==> src/rtl/spi_pkg.sv <==
// Shared types and constants for the oversampled mode-0 SPI slave.
package spi_pkg;

  localparam int unsigned DATA_WIDTH_DEF  = 8;
  localparam int unsigned SYNC_STAGES_DEF = 2;

  // SPI mode 0: SCLK idles low, data sampled on the rising edge.
  localparam logic CPOL = 1'b0;
  localparam logic CPHA = 1'b0;

  typedef enum logic {
    ST_IDLE   = 1'b0,
    ST_ACTIVE = 1'b1
  } spi_state_t;

endpackage

==> src/rtl/sync_edge_det.sv <==
// Multi-stage synchronizer for an asynchronous pin with rise/fall strobes.
module sync_edge_det #(
  parameter int unsigned SYNC_STAGES = 2,
  parameter logic        RESET_VAL   = 1'b0
) (
  input  logic clk,
  input  logic rst,
  input  logic din,
  output logic level,
  output logic rise,
  output logic fall
);

  logic [SYNC_STAGES-1:0] sync_q;
  logic                   prev_q;
  logic [SYNC_STAGES:0]   prime_q;

  // Strobes stay masked until the chain and history hold real pin samples, so a pin that
  // already differs from RESET_VAL when reset releases does not look like an edge.
  always_ff @(posedge clk) begin
    if (rst) begin
      sync_q  <= {SYNC_STAGES{RESET_VAL}};
      prev_q  <= RESET_VAL;
      prime_q <= '0;
    end else begin
      sync_q  <= {sync_q[SYNC_STAGES-2:0], din};
      prev_q  <= sync_q[SYNC_STAGES-1];
      prime_q <= {prime_q[SYNC_STAGES-1:0], 1'b1};
    end
  end

  assign level = sync_q[SYNC_STAGES-1];
  assign rise  = prime_q[SYNC_STAGES] & level & ~prev_q;
  assign fall  = prime_q[SYNC_STAGES] & ~level & prev_q;

endmodule

==> src/rtl/spi_slave_sclk_rx.sv <==
// Mode-0 SPI slave running on the system clock; oversamples SCLK, SS and MOSI pins.
module spi_slave_sclk_rx
  import spi_pkg::*;
#(
  parameter int unsigned DATA_WIDTH  = DATA_WIDTH_DEF,
  parameter int unsigned SYNC_STAGES = SYNC_STAGES_DEF
) (
  input  logic                  CLK,
  input  logic                  RST,
  input  logic                  SCLK,
  input  logic                  SS,
  input  logic                  MOSI,
  output logic                  MISO,
  input  logic [DATA_WIDTH-1:0] TXDATA,
  input  logic                  TXLOAD,
  output logic                  TXREADY,
  output logic [DATA_WIDTH-1:0] RXDATA,
  output logic                  RXVALID,
  output logic                  BUSY
);

  localparam int unsigned CNT_W = $clog2(DATA_WIDTH + 1);

  logic sclk_level, sclk_rise, sclk_fall;
  logic ss_level, ss_rise, ss_fall;
  logic mosi_level, mosi_rise, mosi_fall;
  logic sample_stb, shift_stb;
  logic unused_sync_outputs;

  sync_edge_det #(
    .SYNC_STAGES(SYNC_STAGES),
    .RESET_VAL  (CPOL)
  ) u_sclk_sync (
    .clk  (CLK),
    .rst  (RST),
    .din  (SCLK),
    .level(sclk_level),
    .rise (sclk_rise),
    .fall (sclk_fall)
  );

  sync_edge_det #(
    .SYNC_STAGES(SYNC_STAGES),
    .RESET_VAL  (1'b1)
  ) u_ss_sync (
    .clk  (CLK),
    .rst  (RST),
    .din  (SS),
    .level(ss_level),
    .rise (ss_rise),
    .fall (ss_fall)
  );

  sync_edge_det #(
    .SYNC_STAGES(SYNC_STAGES),
    .RESET_VAL  (1'b0)
  ) u_mosi_sync (
    .clk  (CLK),
    .rst  (RST),
    .din  (MOSI),
    .level(mosi_level),
    .rise (mosi_rise),
    .fall (mosi_fall)
  );

  assign unused_sync_outputs = ^{sclk_level, mosi_rise, mosi_fall};

  // Leading edge samples MOSI, trailing edge advances MISO.
  assign sample_stb = (CPOL ^ CPHA) ? sclk_fall : sclk_rise;
  assign shift_stb  = (CPOL ^ CPHA) ? sclk_rise : sclk_fall;

  spi_state_t            state_q, state_d;
  logic [DATA_WIDTH-1:0] tx_shift_q, tx_shift_d;
  logic [DATA_WIDTH-1:0] rx_shift_q, rx_shift_d;
  logic [DATA_WIDTH-1:0] hold_q, hold_d;
  logic [DATA_WIDTH-1:0] rxdata_q, rxdata_d;
  logic [CNT_W-1:0]      cnt_q, cnt_d;
  logic                  hold_full_q, hold_full_d;
  logic                  reload_q, reload_d;
  logic                  rxvalid_q, rxvalid_d;
  logic                  busy_q;
  logic                  tx_take;
  logic [DATA_WIDTH-1:0] tx_next;

  // An empty holding register sends 0x00 (underrun).
  assign tx_next = hold_full_q ? hold_q : '0;

  always_comb begin
    state_d     = state_q;
    tx_shift_d  = tx_shift_q;
    rx_shift_d  = rx_shift_q;
    hold_d      = hold_q;
    hold_full_d = hold_full_q;
    rxdata_d    = rxdata_q;
    cnt_d       = cnt_q;
    reload_d    = reload_q;
    rxvalid_d   = 1'b0;
    tx_take     = 1'b0;

    unique case (state_q)
      ST_IDLE: begin
        cnt_d    = '0;
        reload_d = 1'b0;
        if (ss_fall) begin
          state_d    = ST_ACTIVE;
          tx_shift_d = tx_next;
          rx_shift_d = '0;
          tx_take    = 1'b1;
        end
      end
      ST_ACTIVE: begin
        // SS release outranks any SCLK edge seen in the same cycle.
        if (ss_rise) begin
          state_d  = ST_IDLE;
          cnt_d    = '0;
          reload_d = 1'b0;
        end else if (sample_stb) begin
          rx_shift_d = {rx_shift_q[DATA_WIDTH-2:0], mosi_level};
          if (cnt_q == CNT_W'(DATA_WIDTH - 1)) begin
            rxdata_d  = rx_shift_d;
            rxvalid_d = 1'b1;
            cnt_d     = '0;
            reload_d  = 1'b1;
          end else begin
            cnt_d = cnt_q + 1'b1;
          end
        end else if (shift_stb) begin
          if (reload_q) begin
            tx_shift_d = tx_next;
            tx_take    = 1'b1;
            reload_d   = 1'b0;
          end else begin
            tx_shift_d = tx_shift_q << 1;
          end
        end
      end
      default: state_d = ST_IDLE;
    endcase

    // A load is only accepted into an empty register, so a same-cycle transfer of a full
    // register takes the old value and the new write is dropped.
    if (TXLOAD && !hold_full_q) begin
      hold_d      = TXDATA;
      hold_full_d = 1'b1;
    end else if (tx_take) begin
      hold_full_d = 1'b0;
    end
  end

  always_ff @(posedge CLK) begin
    if (RST) begin
      state_q     <= ST_IDLE;
      tx_shift_q  <= '0;
      rx_shift_q  <= '0;
      hold_q      <= '0;
      hold_full_q <= 1'b0;
      rxdata_q    <= '0;
      cnt_q       <= '0;
      reload_q    <= 1'b0;
      rxvalid_q   <= 1'b0;
      busy_q      <= 1'b0;
    end else begin
      state_q     <= state_d;
      tx_shift_q  <= tx_shift_d;
      rx_shift_q  <= rx_shift_d;
      hold_q      <= hold_d;
      hold_full_q <= hold_full_d;
      rxdata_q    <= rxdata_d;
      cnt_q       <= cnt_d;
      reload_q    <= reload_d;
      rxvalid_q   <= rxvalid_d;
      busy_q      <= ~ss_level;
    end
  end

  assign MISO    = (state_q == ST_ACTIVE) && tx_shift_q[DATA_WIDTH-1];
  assign TXREADY = ~hold_full_q;
  assign RXDATA  = rxdata_q;
  assign RXVALID = rxvalid_q;
  assign BUSY    = busy_q;

endmodule

==> config.mk <==
export PLATFORM = sky130hd
export DESIGN_NAME = spi_slave_sclk_rx
export DESIGN_NICKNAME = d
export VERILOG_FILES = /design/src/rtl/spi_pkg.sv /design/src/rtl/sync_edge_det.sv /design/src/rtl/spi_slave_sclk_rx.sv
export SDC_FILE = /design/constraint.sdc
export NUM_CORES = 1
export LEC_CHECK = 0
export ABC_AREA = 1
export CAP_MARGIN = 15
export CORE_ASPECT_RATIO = 1.4
export CORE_MARGIN = 5
export CORE_UTILIZATION = 55
export DETAILED_ROUTE_END_ITERATION = 10
export GPL_ROUTABILITY_DRIVEN = 0
export HOLD_SLACK_MARGIN = 0.02
export PLACE_DENSITY = 0.81
export SLEW_MARGIN = 20
export SYNTH_ARGS = -nofsm -noshare
export SYNTH_HDL_FRONTEND = slang
export SYNTH_SLANG_ARGS = --single-unit
==> constraint.sdc <==
create_clock -name CLK -period 1.6 [get_ports CLK]
set_input_delay 0.16 -clock CLK [delete_from_list [all_inputs] [get_ports CLK]]
set_output_delay 0.16 -clock CLK [all_outputs]
set_load 0.01 [all_outputs]
==> results of run 1 <==
## path summary, 6_finish.rpt
check	end	slack, ns	depth (start not counted)
max reg2reg	RXDATA[4]$_SDFFE_PP0P_	0.16	6
min reg2reg	u_mosi_sync.sync_q[1]$_SDFF_PP0_	0.41	2
min	u_mosi_sync.sync_q[0]$_SDFF_PP0_	0.37	3
max	RXDATA[4]$_SDFFE_PP0P_	0.16	6
## power by group
part	leakage (nW)	switching, mW	internal [mW]
registers	0.416	0.0239	1.31
logic	0.773	0.103	0.0909
clock network	0.0515	0.393	0.395
total	1.24	0.520	1.79
## metrics by stage
step	setup WS, ns	utilization [%]	std cells	hold WS (ns)
detailed placement	0.197	63.1	380	0.395
global placement	0.217	63.1	380	0.390
floorplan	0.372	-	314	0.229
global route	0.0218	65.5	388	0.385
finish	0.162	65.5	388	0.371
CTS	0.147	65.5	388	0.367
## layer usage
layer | up-vias | part of all wire [%] | wire, um
li1 | 1030 | - | -
met1 | 859 | 44 | 1890
met2 | 13 | 52 | 2250
met3 | 5 | 2.3 | 98
met4 | 0 | 1.5 | 66
met5 | - | 0 | 0
## critical path: stages (launching register included)
cell and delay (ns):
dfxtp_1 0.40, ha_1 0.22, nand3_2 0.23, nor2_4 0.25, nand3_1 0.12, nand2_1 0.08, nor2_1 0.04
## area by class of cell
cell class | instances | area share, %
Inverter | 33 | 4.54
Tap cell | 45 | 2.06
Multi-Input combinational cell | 219 | 40.8
Clock buffer | 8 | 3.67
Timing Repair Buffer | 32 | 11.5
Sequential cell | 51 | 37.4
## cells by family after synthesis
family | after synthesis
AND/OR/NAND/NOR | 184
flip-flops | 51
buffers and inverters | 44
AO/OA/AOI/OAI | 34
adder cells (fa/ha/maj) | 1
## flip-flops by register name, indices dropped and copies added, names as in the netlist, 2 cells and up
register and flops:
RXDATA 8, hold_q 8, tx_shift_q 8, rx_shift_q 7, cnt_q 4, u_sclk_sync.prime_q 3
u_mosi_sync.sync_q 2, u_sclk_sync.sync_q 2, u_ss_sync.sync_q 2
## cells in the final DEF, fill, tap and decap left out
| master | netlist | layout |
|---|---|---|
| clkdlybuf4s50_1 | 0 | 25 |
| nand4_1 | 2 | 2 |
| nand3_1 | 24 | 24 |
| nand2_4 | 2 | 2 |
| inv_1 | 31 | 31 |
| clkbuf_1 | 3 | 1 |
| o21ai_1 | 2 | 2 |
| nand3b_1 | 2 | 2 |
| nand2_1 | 64 | 64 |
| nor2_1 | 67 | 67 |
| a21oi_1 | 7 | 7 |
| o21bai_1 | 1 | 1 |
| nor2_8 | 1 | 1 |
| clkbuf_8 | 0 | 7 |
| nand2_8 | 2 | 2 |
| nor3_1 | 1 | 1 |
| nand3_2 | 4 | 4 |
| or2_2 | 2 | 2 |
| inv_2 | 2 | 2 |
| buf_12 | 1 | 1 |
| buf_4 | 0 | 6 |
| a21oi_2 | 8 | 8 |
| nor2_2 | 2 | 2 |
| nand3_4 | 2 | 2 |
| dfxtp_1 | 51 | 51 |
| nor2_4 | 3 | 3 |
| o21ai_0 | 16 | 16 |
| nand2_2 | 6 | 6 |
| ha_1 | 1 | 1 |
==> impl_metrics.json, run 1 <==
{
  "cp-start-kind": "register",
  "dr.pass1.iters": 4,
  "rsz0062_at_grt": "false",
  "initialDrtViolationCount": 97,
  "synth-edff-count": 0,
  "routed_wirelength_mm": 4.31,
  "power.leakage_nw": 1.24,
  "die_x_um": 65.2,
  "seqCellArea_mm2": 0.00102,
  "synth_xor_area_share_pct": 0,
  "synth_fp_nets": 329,
  "ys_types": 28,
  "area_growth_pct": 16.2,
  "synthTopCellsByCount": "67 x nor2_1, 64 x nand2_1, 51 x dfxtp_1",
  "critPathArrivalTime_ns": 1.64,
  "min_from": "MOSI",
  "row_count": 28,
  "wl_per_cell_um": 11.1,
  "synth_compound_area_share_pct": 8.63,
  "n_antenna_cell": 0,
  "grt_antenna_before_repair": 0,
  "n_fill_cell": 354,
  "max_slew_margin_pct": 80.3,
  "synth_ff_type": "dfxtp_1",
  "synth.mux.area_fraction_pct": 0,
  "startpoint": "cnt_q[0]$_SDFFE_PP0P_",
  "postSynthAreaPerCell_um2": 7.48,
  "drive_gt1_share_pct": 14.0,
  "powerDensity_mw_per_mm2": 848,
  "start_util_pct": 56.4,
  "crit_fanout": 8,
  "synthArstFlopShare_pct": 0,
  "htree_num_levels": 2,
  "min_period_ns": 1.44,
  "vdd_ir_drop_max_mv": 0.699,
  "synth_top_family_by_area": "simple AND/OR/NAND/NOR gates",
  "grt_util_met2_pct": 30.0,
  "syn_inst": 314,
  "finalInstanceArea_mm2": 0.00273,
  "clockRootBuffer": "clkbuf_8",
  "viasPerCell": 4.91,
  "hp-class": "primary input to register",
  "r2r-start": "cnt_q[0]$_SDFFE_PP0P_",
  "cts.path.max_buffers": 2,
  "fp.dieH_um": 87.3,
  "fp.dieArea_mm2": 0.00570,
  "status": "finished clean",
  "met3_usage_pct": 3.88,
  "clk_latency_ns": 0.29,
  "critPathCaptureType": "register",
  "setup_violations": 0,
  "cts_buffers": 5,
  "crit_type": "register to register",
  "synthAdderAreaFrac_pct": 0.532,
  "synth.most_common_cell": "nor2_1",
  "synth-simple-area-share_pct": 38.2,
  "grt_use_total_pct": 16.5,
  "vias": 1907,
  "synth_warnings": 0,
  "tritoncts": "yes",
  "synth_top_area_cell": "dfxtp_1",
  "grt_first_pass_wirelength_mm": 7.47,
  "grt_pass1_vias": 1813,
  "cts.sinks": 51,
  "clkTransAtPathRegs_ns": 0.09,
  "cts_resized": 0,
  "worst_slew_pin_slew_ns": 0.295,
  "fin_nets": 357,
  "worstPathRequired_ns": 1.80,
  "grt.overflow.total": 0,
  "port-buffer-count": 25,
  "core-area_mm2": 0.00417,
  "synth_top_area_share_pct": 43.5,
  "fmax_ghz": 0.696,
  "finalHoldViolCount": 0,
  "ys_seq_area_share_pct": 43.5,
  "synth.area.top_cells": "dfxtp_1 43%, nor2_1 11%, nand2_1 10%",
  "drv_cap": 0,
  "hold_buffers": 0,
  "post_cts_buffers": 0,
  "synth_seq_cells": 51,
  "dpl_cell_area_mm2": 0.00263,
  "grt_max_degree": 35,
  "netlist_area_mm2": 0.00235,
  "finalCritPeriodShare_pct": 89.8,
  "multiInputGateArea_mm2": 0.00111,
  "finClkSkew_ns": 0.00520,
  "hpwlAfterDp_mm": 3.15,
  "drtAntennaViolNets": 0,
  "io_pins": 26,
  "slew_violations": 0,
  "busiest_layer": "met2",
  "drc_errors": 0,
  "fin_setup_tns_ns": 0,
  "met1_usage_pct": 17.9,
  "p_total_mw": 2.31
}
Note: power is estimated with default switching activity, not from simulation.
==> run 2, diff against run 1 <==
Settings changed: CORE_UTILIZATION 55 to 35, PLACE_DENSITY 0.81 to 0.57.
==> impl_metrics.json, run 2 (synthesized netlist as in run 1, its figures left out) <==
{
  "status": "finished clean",
  "wl_per_cell_um": 10.5,
  "vdd_ir_drop_max_mv": 0.285,
  "fin_setup_tns_ns": 0,
  "critPathCaptureType": "primary output",
  "clkTransAtPathRegs_ns": 0.09,
  "drc_errors": 0,
  "initialDrtViolationCount": 103,
  "n_antenna_cell": 0,
  "clockPowerShare_pct": 31.9,
  "layout_common_cells": "67 x nor2_1, 64 x nand2_1, 51 x dfxtp_1",
  "routed_wirelength_mm": 4.40,
  "vias": 1882,
  "finClkSkew_ns": 0.00885,
  "row_count": 35,
  "cts.path.max_buffers": 2,
  "finalCoreUtilization_pct": 41.9,
  "grt_pass1_vias": 1856,
  "drive_gt1_share_pct": 14.0,
  "switching_share_pct": 23.7,
  "worst_slew_pin_slew_ns": 0.313,
  "viasPerCell": 4.50,
  "grt.overflow.total": 0,
  "setup_violations": 0,
  "min_period_ns": 1.48,
  "hp-class": "primary input to register",
  "crit_fanout": 3,
  "fp.dieH_um": 107,
  "hold_buffers": 0,
  "htree_num_levels": 2,
  "hpwlAfterDp_mm": 3.12,
  "io_pins": 26,
  "cts_buffers": 5,
  "dr.pass1.iters": 6,
  "multiInputGateArea_mm2": 0.00111,
  "finalInstanceArea_mm2": 0.00276,
  "switching_power_uw": 531,
  "critPathArrivalTime_ns": 1.32,
  "crit_type": "register to primary output",
  "port-buffer-count": 25,
  "cp-start-kind": "register",
  "area_growth_pct": 17.3,
  "finalHoldViolCount": 0,
  "cts_resized": 0,
  "core-area_mm2": 0.00657,
  "drv_cap": 0,
  "fmax_ghz": 0.677,
  "die_x_um": 79.3,
  "max_slew_margin_pct": 79.1,
  "layout_commonest_cell": "nor2_1",
  "fin_nets": 358,
  "internal_power_mw": 1.71,
  "cts.sinks": 51,
  "worstPathRequired_ns": 1.44,
  "grt_max_degree": 36,
  "p_total_mw": 2.24,
  "power_frac_comb_pct": 8.6,
  "n_fill_cell": 694,
  "start_util_pct": 35.8,
  "grt_first_pass_wirelength_mm": 7.94,
  "fp.dieArea_mm2": 0.00848,
  "clockRootBuffer": "clkbuf_8",
  "rsz0062_at_grt": "false",
  "grt_antenna_before_repair": 0,
  "clk_latency_ns": 0.30,
  "post_cts_buffers": 0,
  "seqCellArea_mm2": 0.00102,
  "drtAntennaViolNets": 0,
  "finalCritPeriodShare_pct": 92.3,
  "slew_violations": 0,
  "power.leakage_nw": 1.24,
  "dpl_cell_area_mm2": 0.00267,
  "tritoncts": "yes",
  "powerDensity_mw_per_mm2": 813,
  "pwr-share-seq_pct": 59.5,
  "hold_ws_ns": 0.365,
  "grt_use_total_pct": 11.6
}
==> run 2: layout make-up <==
class                   count  area share [%]
clock buffers               7            2.77
clock inverters             1           0.182
inverters                  33            4.50
multi-input cells         219            40.4
flip-flops and latches     51            37.1
well taps                  74            3.36
repair buffers             33            11.7
==> run 2: worst max-delay path, cell delays in order, from the launching register on <==
cell,delay [ns]
dfxtp_1,0.38
nand2_1,0.08
inv_1,0.05
clkdlybuf4s50_1,0.52
==> run 2: per-stage QoR <==
stage	worst slack, ns	std cells
after floorplan	0.372	314
after global placement	0.183	410
after detailed placement	0.178	410
after CTS	0.103	418
after global routing	0.0247	418
final	0.123	418
==> run 2: path summary, 6_finish.rpt <==
kind | start | to | slack, ns | cells after the start
min reg2reg | u_sclk_sync.sync_q[0]$_SDFF_PP0_ | u_sclk_sync.sync_q[1]$_SDFF_PP0_ | 0.41 | 2
max reg2reg | cnt_q[0]$_SDFFE_PP0P_ | RXDATA[0]$_SDFFE_PP0P_ | 0.17 | 6
min | SCLK | u_sclk_sync.sync_q[0]$_SDFF_PP0_ | 0.37 | 3
max | state_q$_SDFF_PP0_ | MISO | 0.12 | 3
==> run 2: per-layer routing <==
metal / share of wire [%] / wire length [um] / vias to the layer above / global-route usage (%)
met5: 0 / 0 / - / 0
met4: 2.3 / 100 / 0 / 5.16
met2: 51 / 2270 / 17 / 21.2
li1: - / - / 1035 / -
met3: 2.1 / 94 / 6 / 2.02
met1: 44 / 1940 / 824 / 12.8
==> run 2: power groups by stage <==
stage               combinational (mW)  clock, mW  sequential [mW]
global placement                 0.195          0             1.36
global route                     0.220      0.779             1.34
CTS                              0.196      0.751             1.33
finish                           0.192      0.715             1.33
floorplan                        0.131          0             1.36
detailed placement               0.195          0             1.36
==> run 3, diff against run 2 <==
Settings changed: PLACE_DENSITY 0.57 to default, TNS_END_PERCENT from default to 50.
==> impl_metrics.json, run 3 (synthesized netlist as in run 1, its figures left out) <==
{
  "status": "finished clean",
  "fmax_ghz": 0.667,
  "holdPathStages": 3,
  "die_x_um": 79.3,
  "finalHoldViolCount": 0,
  "switching_share_pct": 23.2,
  "initialDrtViolationCount": 148,
  "vdd_ir_drop_max_mv": 0.355,
  "r2r-start": "cnt_q[0]$_SDFFE_PP0P_",
  "fp.dieArea_mm2": 0.00848,
  "fin_nets": 358,
  "area_growth_pct": 17.0,
  "setup_violations": 0,
  "drtAntennaViolNets": 0,
  "slew_violations": 0,
  "fp.dieH_um": 107,
  "viasPerCell": 4.69,
  "ff2ff_path_depth": 6,
  "min_from": "MOSI",
  "layout_common_cells": "67 x nor2_1, 64 x nand2_1, 50 x dfxtp_1",
  "hp-class": "primary input to register",
  "startpoint": "state_q$_SDFF_PP0_",
  "tritoncts": "yes",
  "power_frac_comb_pct": 8.8,
  "hold_buffers": 0,
  "critPathArrivalTime_ns": 1.34,
  "drive_gt1_share_pct": 14.0,
  "worstPathRequired_ns": 1.44,
  "cts.path.max_buffers": 2,
  "rsz0062_at_grt": "false",
  "core-area_mm2": 0.00657,
  "cts_buffers": 5,
  "clockRootBuffer": "clkbuf_8",
  "row_count": 35,
  "grt_first_pass_wirelength_mm": 8.18,
  "drv_cap": 0,
  "switching_power_uw": 512,
  "drc_errors": 0,
  "clk_latency_ns": 0.30,
  "routed_wirelength_mm": 4.43,
  "port-buffer-count": 25,
  "min_period_ns": 1.50,
  "grt_max_degree": 36,
  "crit_fanout": 8,
  "clkTransAtPathRegs_ns": 0.09,
  "post_cts_buffers": 0,
  "power.leakage_nw": 1.23,
  "start_util_pct": 35.8,
  "n_antenna_cell": 0,
  "pwr-share-seq_pct": 60.4,
  "grt_use_total_pct": 11.7,
  "worst_slew_pin_slew_ns": 0.307,
  "max_slew_margin_pct": 79.5,
  "finalCritPeriodShare_pct": 93.7,
  "hpwlAfterDp_mm": 3.18,
  "hold_ws_ns": 0.371,
  "grt_antenna_before_repair": 0,
  "clockPowerShare_pct": 30.8,
  "powerDensity_mw_per_mm2": 801,
  "critPathCaptureType": "primary output",
  "fin_setup_tns_ns": 0,
  "n_fill_cell": 687,
  "layout_commonest_cell": "nor2_1",
  "internal_power_mw": 1.69,
  "finClkSkew_ns": 0.00752,
  "grt_pass1_vias": 1938,
  "crit_type": "register to primary output",
  "cp-start-kind": "register",
  "io_pins": 26,
  "vias": 1949,
  "dr.pass1.iters": 4,
  "wl_per_cell_um": 10.6,
  "htree_num_levels": 2,
  "cts.sinks": 51,
  "grt.overflow.total": 0,
  "finalCoreUtilization_pct": 41.9
}
[run 3: cell count changes in the layout (fill, tap and decap cells not counted), sizes merged]
cell / previous run / this run
clkbuf: 7 / 6
clkinv: 1 / 0
[run 3: worst max-delay path, stage by stage, from the launching register on]
cell,delay (ns)
dfxtp_4,0.39
nand2_1,0.08
inv_1,0.05
clkdlybuf4s50_1,0.52
[run 3: area by class of cell]
type / instances / area (um^2) / share of cell area, %
well taps: 74 / 92.6 / 3.37
inverters: 33 / 124 / 4.50
flip-flops and latches: 51 / 1020 / 37.3
multi-input cells: 219 / 1110 / 40.5
clock buffers: 6 / 72.6 / 2.64
repair buffers: 33 / 323 / 11.7
[run 3: power by group through the flow]
stage	sequential [mW]	clock, mW	combinational [mW]
after floorplan	1.36	0	0.131
after global routing	1.34	0.767	0.221
final	1.33	0.679	0.193
after global placement	1.36	0	0.192
after detailed placement	1.36	0	0.196
after CTS	1.33	0.712	0.197
[run 3: layer usage]
| metal | wire length [um] | GRT usage (%) | vias up |
|---|---|---|---|
| li1 | - | - | 1031 |
| met1 | 1940 | 13.4 | 889 |
| met2 | 2290 | 21.4 | 22 |
| met3 | 115 | 2.02 | 7 |
| met4 | 82 | 4.42 | 0 |
| met5 | 0 | 0 | - |
[run 3: worst paths after layout]
path	endpoint	slack, ns
setup / recovery	MISO	0.10
hold / removal	u_mosi_sync.sync_q[0]$_SDFF_PP0_	0.37
setup reg to reg	RXDATA[7]$_SDFFE_PP0P_	0.20
hold reg to reg	u_mosi_sync.sync_q[1]$_SDFF_PP0_	0.41
[run 3: metrics by stage]
stage / instances / cell area (um^2) / power, mW / setup WS, ns
floorplan: 314 / 2350 / 1.49 / 0.372
global placement: 410 / 2670 / 1.55 / 0.215
detailed placement: 410 / 2670 / 1.56 / 0.194
CTS: 416 / 2750 / 2.24 / 0.0541
global route: 416 / 2750 / 2.32 / 0.0147
finish: 416 / 2750 / 2.20 / 0.100
[run 3: timing repair]
item                                    in CTS  in global routing
endpoints found under the setup margin       1                  1
pin swaps                                    0                  0
resized for setup                            1                  1
